File: src/rtl/dff_pkg.sv
// Shared constants and helpers for the dff_pipe valid/data delay line.
package dff_pkg;

    localparam int DEFAULT_WIDTH = 8;
    localparam int DEFAULT_DEPTH = 4;

    // Bits needed to count 0..depth valid stages inclusive.
    function automatic int occ_width(input int depth);
        return $clog2(depth + 1);
    endfunction

endpackage

File: src/rtl/dff_pipe_stage.sv
// One pipeline stage: a valid flag plus a data register that only loads valid entries.
// Data reset is present only when DFF_PIPE_DATA_RESET_EN is defined.
module dff_pipe_stage #(
    parameter int               WIDTH     = 8,
    parameter logic [WIDTH-1:0] RESET_VAL = '0
) (
    input  logic             clk,
    input  logic             rst_n,
    input  logic             en,
    input  logic             flush,
    input  logic             in_valid,
    input  logic [WIDTH-1:0] in_data,
    output logic             valid,
    output logic [WIDTH-1:0] data
);

    logic load;

    // Flush wins over enable; data is never touched by flush.
    assign load = en && !flush && in_valid;

    always_ff @(posedge clk or negedge rst_n) begin
        if (!rst_n) begin
            valid <= 1'b0;
        end else if (flush) begin
            valid <= 1'b0;
        end else if (en) begin
            valid <= in_valid;
        end
    end

`ifdef DFF_PIPE_DATA_RESET_EN
    always_ff @(posedge clk or negedge rst_n) begin
        if (!rst_n) begin
            data <= RESET_VAL;
        end else if (load) begin
            data <= in_data;
        end
    end
`else
    logic unused_reset_val;
    assign unused_reset_val = ^RESET_VAL;

    always_ff @(posedge clk) begin
        if (load) begin
            data <= in_data;
        end
    end
`endif

endmodule

File: src/rtl/dff_pipe.sv
// Fixed-latency valid/data delay line of DEPTH stages with stall, flush and occupancy count.
// Optional data reset: define DFF_PIPE_DATA_RESET_EN.
module dff_pipe
    import dff_pkg::*;
#(
    parameter int               WIDTH     = DEFAULT_WIDTH,
    parameter int               DEPTH     = DEFAULT_DEPTH,
    parameter logic [WIDTH-1:0] RESET_VAL = '0
) (
    input  logic                       clk,
    input  logic                       rst_n,
    input  logic                       en,
    input  logic                       flush,
    input  logic                       in_valid,
    input  logic [WIDTH-1:0]           in_data,
    output logic                       out_valid,
    output logic [WIDTH-1:0]           out_data,
    output logic [$clog2(DEPTH+1)-1:0] occupancy
);

    localparam int OCC_W = occ_width(DEPTH);

    logic [DEPTH-1:0] v;
    logic [WIDTH-1:0] d [DEPTH];
    logic [OCC_W-1:0] occ_reg;
    logic [OCC_W-1:0] occ_next;

    generate
        for (genvar gi = 0; gi < DEPTH; gi++) begin : g_stage
            if (gi == 0) begin : g_head
                dff_pipe_stage #(
                    .WIDTH     (WIDTH),
                    .RESET_VAL (RESET_VAL)
                ) u_stage (
                    .clk      (clk),
                    .rst_n    (rst_n),
                    .en       (en),
                    .flush    (flush),
                    .in_valid (in_valid),
                    .in_data  (in_data),
                    .valid    (v[gi]),
                    .data     (d[gi])
                );
            end else begin : g_body
                dff_pipe_stage #(
                    .WIDTH     (WIDTH),
                    .RESET_VAL (RESET_VAL)
                ) u_stage (
                    .clk      (clk),
                    .rst_n    (rst_n),
                    .en       (en),
                    .flush    (flush),
                    .in_valid (v[gi-1]),
                    .in_data  (d[gi-1]),
                    .valid    (v[gi]),
                    .data     (d[gi])
                );
            end
        end
    endgenerate

    // Incremental count: one may enter and one may leave on the same edge.
    always_comb begin
        occ_next = occ_reg;
        if (flush) begin
            occ_next = '0;
        end else if (en) begin
            occ_next = occ_reg + OCC_W'(in_valid) - OCC_W'(v[DEPTH-1]);
        end
    end

    always_ff @(posedge clk or negedge rst_n) begin
        if (!rst_n) begin
            occ_reg <= '0;
        end else begin
            occ_reg <= occ_next;
        end
    end

    assign out_valid = v[DEPTH-1];
    assign out_data  = d[DEPTH-1];
    assign occupancy = occ_reg;

endmodule
File: config.mk
export PLATFORM = sky130hd
export DESIGN_NAME = dff_pipe
export DESIGN_NICKNAME = d
export VERILOG_FILES = /design/src/rtl/dff_pkg.sv /design/src/rtl/dff_pipe_stage.sv /design/src/rtl/dff_pipe.sv
export SDC_FILE = /design/constraint.sdc
export NUM_CORES = 1
export LEC_CHECK = 0
export CORE_MARGIN = 3
export CORE_UTILIZATION = 50
export CTS_BUF_LIST = sky130_fd_sc_hd__clkbuf_8 sky130_fd_sc_hd__clkbuf_16
export DETAILED_ROUTE_END_ITERATION = 7
export MAX_ROUTING_LAYER = met4
export PLACE_DENSITY = 0.85
export SYNTH_ARGS = -nofsm -noshare
export SYNTH_HDL_FRONTEND = slang
export SYNTH_HIERARCHICAL = 1
export SYNTH_SLANG_ARGS = --single-unit
File: constraint.sdc
create_clock -name clk -period 2.02 [get_ports clk]
set_input_delay 0.303 -clock clk [delete_from_list [all_inputs] [get_ports clk]]
set_output_delay 0.303 -clock clk [all_outputs]
set_load 0.01 [all_outputs]
==> impl_metrics.json <==
{
  "die_y_um": 57.89,
  "ant_nets": 0,
  "cts_sinks": 39,
  "fin_nets": 122,
  "setup_slack_ps": 119.6,
  "worstMarginPinSlew_ps": 495.9,
  "nFillCells": 165,
  "wl_mm": 1.749,
  "min_period_ps": 1900,
  "rows": 18,
  "initial_utilization_pct": 53.37,
  "antenna_found_initial": 0,
  "max_stage_delay_ps": 410,
  "netlist_instances": 71,
  "maxSlewViolCount": 0,
  "crit_fanout": 3,
  "areaGrowthSynthToFinish_pct": 29.46,
  "r2r-end": "occupancy[2]$_DFFE_PN0P_",
  "cts_buffers": 5,
  "tns_ps": 0,
  "dr.pass1.iters": 4,
  "ys_seq_area_share_pct": 84.39,
  "critical_path_class": "register to register",
  "required_ps": 2190,
  "core_area_um2": 2522,
  "relSlewSlack_pct": 66.84,
  "post_drt_wl_per_cell_um": 12.77,
  "rrSetupSlack_ps": 120,
  "cap_violations": 0,
  "worstSkewPairLatency_ps": 280,
  "multiInputGateArea_um2": 195.2,
  "crit_path_start_kind": "register",
  "ir_drop_mv": 0.6456,
  "p_clk_share_pct": 33.8,
  "cts_tree": "done",
  "power_density_nw_per_um2": 835.3,
  "synth_fp_nets": 87,
  "yosysWarnings": 6,
  "ios": 25,
  "final-seq-area_um2": 1136,
  "leakagePower_nw": 0.6382,
  "syn_area_um2": 1346,
  "hold_path_class": "input port to async pin",
  "preCtsSetupSlack_ps": 41.95,
  "vias": 669,
  "grt_pass1_vias": 661,
  "path_cells": "ha_1, inv_1, ha_1, inv_1, fa_1, xor2_1, a21oi_1, a31o_1",
  "syn_area_per_cell_um2": 18.96,
  "rr_worst_depth": 8,
  "status": "completed",
  "antennaDiodeCount": 0,
  "root_buffer": "clkbuf_8",
  "slowest_stage": "dfrtp_1",
  "cts_hold_buf": 0,
  "die_area_um2": 3351,
  "viasPerCell": 4.883,
  "placed_cell_area_um2": 1654,
  "combPwrFrac_pct": 5.0,
  "final_area_um2": 1743,
  "ys_ff_latch": 39,
  "rsz0062_at_grt": "false",
  "grt_overflow": 0,
  "die_x_um": 57.89,
  "hold_violations": 0,
  "p_switching_mw": 0.2916,
  "grt_util_all_layers_pct": 12.64,
  "globalplace.congestion": 0.7496,
  "p_sw_share_pct": 20.03,
  "drc": 0,
  "fin_crit_sh_pct": 94.08,
  "cp-end-kind": "register",
  "grt_pass1_wl_mm": 2.856,
  "fmax_ghz": 0.5262,
  "power_frac_seq_pct": 61.2,
  "rr_startpoint": "g_stage[3].g_body.u_stage/valid$_DFFE_PN0P_",
  "cts-resized-gates": 0,
  "drive_above_1_share_pct": 14.95,
  "clockBufferDepth": 2,
  "crit_buf_inv": 2,
  "crit_family": "adder cells",
  "clk_pin_slew_ps": 70,
  "p_int_mw": 1.164,
  "grt_max_degree": 14,
  "finalSetupViolations": 0,
  "finalClockSkew_ps": 2.879,
  "htreeDepth": 2,
  "drt_iter0_drc": 11,
  "synth_cell_types": 13,
  "post_cts_buffers": 0,
  "hpwl_mm": 1.232,
  "io_buffers": 24,
  "arrival_ps": 2070
}
routing by layer:
| metal | global-route usage [%] | routed length (um) |
|---|---|---|
| met5 | - | 0 |
| met4 | 7.947 | 31 |
| met1 | 13.16 | 686 |
| met3 | 5.791 | 145 |
| met2 | 19.35 | 886 |
sequential cells by signal, indices dropped and copies added (netlist names):
name	flops
g_stage.g_body.u_stage/data	24
occupancy	3
g_stage.g_head.u_stage/valid	1
g_stage.g_body.u_stage/valid	3
g_stage.g_head.u_stage/data	8
cells by family (layout without fill, tap and decap cells):
kind of cell               count (synthesis)  count (layout)  synth area share (%)
AOI/OAI and AO/OA                          6               6                 3.624
adders and majority gates                  3               3                 3.345
and+or+nand+nor                           16              16                 5.390
buffers and inverters                      4              40                 1.115
muxes                                      2               2                 1.487
xor gates and xnor gates                   1               1                0.6507
DFF                                       39              39                 84.39
worst max-delay path by stage:
| stage | slack (ps) | end | startpoint | cells after the start |
|---|---|---|---|---|
| 5_1_grt | 20 | occupancy[2]$_DFFE_PN0P_ | occupancy[0]$_DFFE_PN0P_ | 9 |
| 2_1_floorplan | 210 | occupancy[2]$_DFFE_PN0P_ | g_stage[3].g_body.u_stage/valid$_DFFE_PN0P_ | 8 |
| 4_1_cts | 110 | occupancy[2]$_DFFE_PN0P_ | g_stage[3].g_body.u_stage/valid$_DFFE_PN0P_ | 8 |
| 6_report | 120 | occupancy[2]$_DFFE_PN0P_ | g_stage[3].g_body.u_stage/valid$_DFFE_PN0P_ | 8 |
| 3_3_place_gp | 110 | occupancy[2]$_DFFE_PN0P_ | in_valid | 7 |
| 3_5_place_dp | 40 | occupancy[2]$_DFFE_PN0P_ | in_valid | 7 |
power groups by stage:
| stage | clock network [mW] | logic [mW] | registers, mW |
|---|---|---|---|
| CTS | 0.506 | 0.0744 | 0.891 |
| global route | 0.547 | 0.0817 | 0.892 |
| global placement | 0 | 0.0699 | 0.907 |
| floorplan | 0 | 0.0233 | 0.909 |
| finish | 0.491 | 0.0732 | 0.891 |
| detailed placement | 0 | 0.0732 | 0.909 |
synthesized netlist by cell type:
| cell type | count | area, um^2 |
|---|---|---|
| edfxtp_1 | 32 | 960.9 |
| dfrtp_1 | 7 | 175.2 |
| nor2_1 | 7 | 26.28 |
| nand2b_1 | 5 | 31.28 |
| a21oi_2 | 4 | 35.03 |
| inv_1 | 4 | 15.01 |
| nand2_1 | 4 | 15.01 |
| ha_1 | 2 | 25.02 |
| mux2i_1 | 2 | 20.02 |
| a21oi_1 | 1 | 5.000 |
| a31o_1 | 1 | 8.760 |
| fa_1 | 1 | 20.02 |
| xor2_1 | 1 | 8.760 |
layout by cell type (no fill, tap or decap):
master           instances
dfrtp_1                  7
fa_1                     1
a31o_1                   1
nor2_1                   7
nand2_1                  4
buf_4                    4
ha_1                     2
clkbuf_8                 5
clkinv_2                 1
edfxtp_1                32
clkinvlp_4               2
a21oi_1                  1
xor2_1                   1
mux2i_1                  2
inv_1                    4
clkdlybuf4s50_1         24
a21oi_2                  4
nand2b_1                 5
worst reg2reg max path: stages (launching register included):
cell     delay (ps)
dfrtp_1         410
ha_1            290
inv_1            50
ha_1            130
inv_1            50
fa_1            370
xor2_1          190
a21oi_1         100
a31o_1          200
cell type report:
type,instances,area share (%)
Multi-Input combinational cell,28,11.20
Clock inverter,3,1.149
Timing Repair Buffer,28,15.51
Inverter,4,0.8615
Tap cell,30,2.154
Sequential cell,39,65.18
Clock buffer,5,3.948
metrics by stage:
stage / util [%] / hold WS (ps) / total power, mW / cells
2_1_floorplan: - / 7.409 / 0.9324 / 71
3_3_place_gp: 65.58 / 403.6 / 0.9772 / 129
3_5_place_dp: 65.58 / 404.5 / 0.9817 / 129
4_1_cts: 69.10 / 285.2 / 1.471 / 137
5_1_grt: 69.10 / 299.3 / 1.521 / 137
6_report: 69.10 / 283.0 / 1.456 / 137
No activity file was read; power rests on OpenSTA's default activity.
